File: config.mk
export PLATFORM = sky130hd
export DESIGN_NAME = mux_n_pipe_flat
export DESIGN_NICKNAME = d
export VERILOG_FILES = /design/src/rtl/mux_n_pipe_if.sv /design/src/rtl/mux_n_pipe.sv /design/src/flat_wrapper.sv
export SDC_FILE = /design/constraint.sdc
export NUM_CORES = 1
export LEC_CHECK = 0
export BUFFER_PORTS_ARGS = -buffer_cell sky130_fd_sc_hd__buf_2
export CORE_ASPECT_RATIO = 0.9
export CORE_MARGIN = 5
export CORE_UTILIZATION = 51
export CTS_CLUSTER_SIZE = 8
export DETAILED_ROUTE_END_ITERATION = 10
export PLACE_DENSITY_LB_ADDON = 0.15
export SYNTH_ARGS = -nofsm -noshare
export SYNTH_HDL_FRONTEND = slang
export SYNTH_SLANG_ARGS = --single-unit
File: constraint.sdc
create_clock -name clk -period 3.3 [get_ports clk]
set_input_delay 0.33 -clock clk [delete_from_list [all_inputs] [get_ports clk]]
set_output_delay 0.33 -clock clk [all_outputs]
set_load 0.01 [all_outputs]
File: src/rtl/mux_n_pipe_if.sv
// Handshake bundle for mux_n_pipe: packed inputs, select, and the valid/ready
// pairs on both sides. The slave modport is the mux; master is its environment.
`timescale 1ns/1ps

interface mux_n_pipe_if #(
  parameter int WIDTH  = 32,
  parameter int NUM_IN = 4,
  parameter int SEL_W  = 2
);
  logic [NUM_IN*WIDTH-1:0] d;
  logic [SEL_W-1:0]        select;
  logic                    in_valid;
  logic                    in_ready;
  logic [WIDTH-1:0]        out;
  logic                    out_valid;
  logic                    out_ready;

  modport slave (
    input  d,
    input  select,
    input  in_valid,
    input  out_ready,
    output in_ready,
    output out,
    output out_valid
  );

  modport master (
    output d,
    output select,
    output in_valid,
    output out_ready,
    input  in_ready,
    input  out,
    input  out_valid
  );
endinterface

File: src/rtl/mux_n_pipe.sv
// NUM_IN:1 registered selector feeding a 2-entry skid buffer (main + skid).
// Optional sticky out-of-range select flag: define MUX_SEL_ERR_EN for sel_err.
`timescale 1ns/1ps

module mux_n_pipe #(
  parameter int WIDTH  = 32,
  parameter int NUM_IN = 4,
  parameter int SEL_W  = 2
) (
  input  logic         clk,
  input  logic         rst,
  mux_n_pipe_if.slave  bus
`ifdef MUX_SEL_ERR_EN
  ,
  output logic         sel_err
`endif
);

  typedef enum logic [1:0] {
    ST_EMPTY = 2'd0,
    ST_BUSY  = 2'd1,
    ST_FULL  = 2'd2
  } state_t;

  state_t           state_q, state_d;
  logic [WIDTH-1:0] main_q, main_d;
  logic [WIDTH-1:0] skid_q, skid_d;

  logic [WIDTH-1:0] in_word [NUM_IN];
  logic [WIDTH-1:0] cand_word;
  logic [WIDTH-1:0] sel_word;
  logic             sel_hit;
  logic             in_ready;
  logic             out_valid;
  logic             accept;
  logic             pop;

  generate
    for (genvar gi = 0; gi < NUM_IN; gi++) begin : g_unpack
      assign in_word[gi] = bus.d[gi*WIDTH +: WIDTH];
    end
  endgenerate

  // Out-of-range selects resolve to zero rather than aliasing onto a real input.
  always_comb begin
    cand_word = '0;
    sel_hit   = 1'b0;
    for (int k = 0; k < NUM_IN; k++) begin
      if (int'(bus.select) == k) begin
        cand_word = in_word[k];
        sel_hit   = 1'b1;
      end
    end
    sel_word = sel_hit ? cand_word : '0;
  end

  // Ready depends only on registered state, keeping out_ready off this path.
  assign in_ready  = (state_q != ST_FULL);
  assign out_valid = (state_q != ST_EMPTY);
  assign accept    = bus.in_valid & in_ready;
  assign pop       = out_valid & bus.out_ready;

  always_comb begin
    state_d = state_q;
    main_d  = main_q;
    skid_d  = skid_q;
    case (state_q)
      ST_EMPTY: begin
        if (accept) begin
          state_d = ST_BUSY;
          main_d  = sel_word;
        end
      end
      ST_BUSY: begin
        if (accept && pop) begin
          main_d = sel_word;
        end else if (accept) begin
          state_d = ST_FULL;
          skid_d  = sel_word;
        end else if (pop) begin
          state_d = ST_EMPTY;
        end
      end
      ST_FULL: begin
        if (pop) begin
          state_d = ST_BUSY;
          main_d  = skid_q;
        end
      end
      default: begin
        state_d = ST_EMPTY;
      end
    endcase
  end

  always_ff @(posedge clk or posedge rst) begin
    if (rst) begin
      state_q <= ST_EMPTY;
      main_q  <= '0;
      skid_q  <= '0;
    end else begin
      state_q <= state_d;
      main_q  <= main_d;
      skid_q  <= skid_d;
    end
  end

  assign bus.in_ready  = in_ready;
  assign bus.out_valid = out_valid;
  assign bus.out       = main_q;

`ifdef MUX_SEL_ERR_EN
  logic sel_err_q, sel_err_d;

  always_comb begin
    sel_err_d = sel_err_q | (accept & ~sel_hit);
  end

  always_ff @(posedge clk or posedge rst) begin
    if (rst) begin
      sel_err_q <= 1'b0;
    end else begin
      sel_err_q <= sel_err_d;
    end
  end

  assign sel_err = sel_err_q;
`endif

endmodule
File: src/flat_wrapper.sv
// flat-port wrapper written by rule: the top's interface ports become plain ports
module mux_n_pipe_flat 
#(
  parameter int WIDTH  = 32,
  parameter int NUM_IN = 4,
  parameter int SEL_W  = 2
)
  (clk, rst, bus_d, bus_select, bus_in_valid, bus_out_ready, bus_in_ready, bus_out, bus_out_valid);
  mux_n_pipe_if #(.WIDTH(WIDTH), .NUM_IN(NUM_IN), .SEL_W(SEL_W)) bus_i ();
  input  logic clk;
  input  logic rst;
  input wire logic [$bits(bus_i.d)-1:0] bus_d;
  input wire logic [$bits(bus_i.select)-1:0] bus_select;
  input wire logic [$bits(bus_i.in_valid)-1:0] bus_in_valid;
  input wire logic [$bits(bus_i.out_ready)-1:0] bus_out_ready;
  output wire logic [$bits(bus_i.in_ready)-1:0] bus_in_ready;
  output wire logic [$bits(bus_i.out)-1:0] bus_out;
  output wire logic [$bits(bus_i.out_valid)-1:0] bus_out_valid;
  assign bus_i.d = bus_d;
  assign bus_i.select = bus_select;
  assign bus_i.in_valid = bus_in_valid;
  assign bus_i.out_ready = bus_out_ready;
  assign bus_in_ready = bus_i.in_ready;
  assign bus_out = bus_i.out;
  assign bus_out_valid = bus_i.out_valid;
  mux_n_pipe #(.WIDTH(WIDTH), .NUM_IN(NUM_IN), .SEL_W(SEL_W)) u_core (.clk(clk), .rst(rst), .bus(bus_i));
endmodule
# After elaboration in Yosys (flattened, before gate mapping)
# Cells that the tools add are included.
# totals
regBits,66
input_bits,134
# classes
eq_ne,11
reduce_logical,8
bitwise,3
n_mux,19
# op_table
operator,n
2-to-1 mux 32 bit,8
one-hot mux 32 bit (3 select lines),1
2-to-1 mux 2 bit,5
AND reduction 4 bit,2
"== test 2 bit, second input constant",3
"inequality test 2 x 1 -> 1 bit, second input constant",3
one-hot mux 2 bit (3 select lines),1
"== test 2 x 1 -> 1 bit, second input constant",2
logical NOT 2 bit,2
2-to-1 mux 1 bit,4
"inequality test 2 bit, second input constant",2
"inequality test 3 x 1 -> 1 bit, second input constant",1
AND reduction 3 bit,1
nonzero test 3 bit,1
AND 1 bit,2
nonzero test 2 bit,1
logical AND 1 bit,1
inverter 1 bit,1

# Longest topological paths before layout
# logic_depth
word_depth,8
depth_mapped,5
depth_no_buf,3

# Worst setup path before layout
# Ideal clock, no wire load.
# synth_path
path_type,reg2reg
from,register u_core.state_q[0]
to,register u_core.main_q[0] (netlist: u_core.bus.out[0])
slack_ps,1528
path_stages_with_launch,6
synth_period_minus_slack_ps,1772
setup_time_ps,125
required_time_ps,3175
t_arrival_ps,1647
cell_sequence,dfrtp_1 -> nand2b_1 -> buf_2 -> buf_1 -> mux2_2 -> mux2_4
# synth_via
elab_chain_cells,5
elab_cells_between_ends,14
cone_classes,eq/ne: 6; mux: 1; bitwise: 2; reduce/logical: 5
# synth_rtl
item,line_no,source
"start, declared",mux_n_pipe.sv:25,"state_t state_q, state_d;"
"start signal, assigned",mux_n_pipe.sv:102,state_q <= state_d;
inequality test 2 bit *,mux_n_pipe.sv:58,assign in_ready = (state_q != ST_FULL);
named net bus_in_ready,flat_wrapper.sv:16,output wire logic [$bits(bus_i.in_ready)-1:0] bus_in_ready;
AND 1 bit *,mux_n_pipe.sv:60,assign accept = bus.in_valid & in_ready;
logical AND 1 bit,mux_n_pipe.sv:75,if (accept && pop) begin
inequality test 2 x 1 -> 1 bit (no line),-,
AND reduction 4 bit (no line) *,-,
"end signal, assigned",mux_n_pipe.sv:103,main_q <= main_d;
"end, declared",mux_n_pipe.sv:26,"logic [WIDTH-1:0] main_q, main_d;"
# Mark *: on every way through the listed nets, which the timed path passes. The rest lies on a longest branch.
# A chain may end at the register's enable or synchronous reset.

# Final worst setup path
# layout_path
from,register u_core.state_q[0]
to,output bus_in_ready
# layout_via
elab_chain_cells,1
# layout_rtl
item,line_no
inequality test 2 bit,mux_n_pipe.sv:58
"end, declared",flat_wrapper.sv:16
# Every way passes these cells.

==> results summary <==
The number of distinct standard cells referenced by the synthesized netlist is 21. The routed wire length came out at about 9000 um. The path class of the tightest hold or removal check is primary input to flop.

The slew at the pin with the worst max-slew slack is about 0.94 ns. The clock tree synthesis step divided the H-tree into 3 levels. In this run the worst setup path begins at u_core.state_q[0].

The gate count of the mapped netlist is 224. STA classifies the critical path startpoint as a flop. The number of max-slew violations in the final report came to 0.

The tree is rooted in a sky130_fd_sc_hd__clkbuf_8. The number of buffers and inverters on the critical path is 1. The effective utilization at floorplan came out at 52.9%. The routability-driven placement congestion ratio is 0.724. After synthesis the cells add up to around 3800 um2. The number of cells on the worst reg-to-reg path is 3. Dividing the synthesized area by the synthesized cell count gives 16.9 um2. The number of nets produced by synthesis came out at between 300 and 400.

After clock tree synthesis, the clock-pin slew on the worst setup and hold paths is 0.07 ns. The number of design-rule violations left by the first detailed-router iteration came out at between 60 and 70. The delay contributed by the slowest stage of the critical path is 0.77 ns. The endpoint class of the critical path is an output pin. The via count of the first global-routing pass came out at 2957. The achievable frequency is around 460 MHz.

The library cell used most frequently in the layout, excluding fill and tap cells, is sky130_fd_sc_hd__buf_2. The number of primary I/O pins came out at 168. The antenna diode instance count came out at 0. In this run the horizontal extent of the chip is 101 um.

The library cells used most frequently in the layout, excluding fill and tap cells, are sky130_fd_sc_hd__buf_2 (167), sky130_fd_sc_hd__mux2_2 (66), sky130_fd_sc_hd__dfrtp_1 (66), sky130_fd_sc_hd__mux4_2 (32), sky130_fd_sc_hd__mux2_4 (30). The final critical delay including setup and external delays came out at 2.19 ns. The net count of the finished layout came out at 524. The core outline area is just over 7000 um2. The endpoint required time on the critical path came out at around 3.0 ns. The data arrival time of the critical path came out at approximately 1.9 ns. The cell type group with the largest total delay on the critical path is simple AND/OR/NAND/NOR gates. The worst-case headroom to the max-slew limit is 37.5%.

The setup check on the worst reg-to-reg path leaves a slack of 1.21 ns. The DRC violation count after routing came out at 0. The overall power of the completed layout came out at a little under 0.003 W. The ratio of cells with drive above 1 in the final layout is 80.7%. The first-pass GRT wire length came out at 14600 um. The sink count of the clock tree came out at 66. The critical path depth is 2.

The number of antenna violations at the first check in global routing came out at 0. The residual overflow from global routing is 0. The total negative slack for setup checks is 0 ns.

The worst slack after detailed placement came out at about 1.0 ns. For this design, the slowest cell found on the critical path is sky130_fd_sc_hd__nand2b_2. Setup violations remaining at the end of the flow were counted as 0.

The antenna violation net count after detailed routing is 0. The total of flip-flops plus latches after synthesis is 66. The clock tree buffer depth is 2. The maximum net fanout on the critical path is 34.

The number of vias per cell after detailed routing came out at 5.46. The worst hold slack came out at 0.236 ns. The total power per unit cell area came out at 599 nW/um2. The leakage power is 2.31 nW. TritonCTS built the clock tree. The final-report hold violation count came out at 0.

Of the available clock period, the critical path in the final layout requires 66.4%. The maximum resistive drop on vdd is 0.000322 V. The finished cells cover between 4000 and 5000 um2.

The overall via count from detail_route came out at 2660. The area of placed instances came out at 4670 um2. The floorplan has 29 rows. The die outline area is 9230 um2. The synthesis-to-finish area growth came out at 28.7%. The later-pin clock latency in the skew report is 0.33 ns. The all-layer global routing usage is a little over 20%. The end of the worst register-to-register path is u_core.skid_q[14].

The clock skew after layout came out at approximately 0.0062 ns. In the final routed layout, each cell accounts on average for 18.4 um. The vertical die dimension came out at 91.7 um.

Setup repair after global routing left no endpoint under its margin. Max-cap violations in this run came to 0. The sequential fraction of the synthesis area came out at 43.7%.

The first-pass iteration count of the detailed router is 4. The maximum number of pins on one net before global-route repair came out at 35. The number of input and output port buffers inserted is 167. The start of the worst register-to-register path is u_core.state_q[1]. The HPWL after detailed placement is 6660 um. The run finished with clean final reports.

Clock tree synthesis inserted a total of 9 buffers. The count of synthesis-stage warnings from yosys came out at 0. The critical path ends at bus_in_ready. By startpoint and endpoint, the worst setup path is classified as flop to output pin. Once routing completed, OpenROAD measured the worst setup slack at 1.11 ns.

Traced cell by cell, the critical path runs through nand2b_2 -> buf_2.
[per-layer routing]
metal	global-route usage (%)	wire, um
met1	24.3	3450
met2	35.3	4700
met3	7.44	784
met4	4.38	48
met5	0	0
[through the flow]
step / cells / util [%]
4_1_cts: 487 / 68.0
3_5_place_dp: 471 / 65.3
3_3_place_gp: 471 / 65.3
2_1_floorplan: 224 / -
5_1_grt: 487 / 68.0
6_report: 487 / 68.0
[how the worst min path moves through the flow]
stage,end,slack (ns),startpoint,depth (start not counted)
final,u_core.state_q[1],0.24,bus_out_ready,2
after global routing,u_core.state_q[1],0.22,bus_out_ready,2
after CTS,u_core.state_q[1],0.22,bus_out_ready,2
after detailed placement,u_core.bus.out[10],0.33,rst,2
after global placement,u_core.bus.out[10],0.32,rst,2
after floorplan,u_core.state_q[1],0.39,bus_out_ready,1
[synth_stat cells (all sizes together)]
cell type	number	area, um2
mux2	96	1190
dfrtp	66	1650
mux4	32	721
buf	17	131
a21oi	2	10.0
and3b	1	8.76
clkbuf	1	3.75
inv	1	3.75
mux2i	1	10.0
nand2	1	3.75
nand2b	1	6.26
nor2b	1	6.26
nor3b	1	7.51
o22ai	1	6.26
o2bb2ai	1	8.76
or2	1	6.26
[cell families after synthesis]
kind of cell / share of synthesized area, %
mux: 50.9
simple gates: 1.03
flops: 43.7
compound gates: 0.662
buf+inv: 3.68
[area by class of cell]
| class | count | area, um2 |
|---|---|---|
| inverters | 1 | 3.75 |
| clock inverters | 3 | 40.0 |
| repair buffers | 173 | 896 |
| flip-flops and latches | 66 | 1650 |
| clock buffers | 12 | 145 |
| multi-input cells | 139 | 2010 |
| well taps | 93 | 116 |
| fillers | 538 | 2280 |
[repair_timing]
item                      CTS  global route
gates resized for setup     0             0
hold endpoints to repair   15             0
buffers inserted            0             0
hold buffers                1             0
[flip-flops by register name, summed over array words and instances (netlist names)]
signal,cells
u_core.bus.out,32
u_core.skid_q,32
u_core.state_q,2
[power by group]
part,internal [W],switching [W]
Sequential,0.00111,0.000161
Clock,0.000364,0.000295
Combinational,0.000607,0.000372
Power figures use the tool's default switching activity.
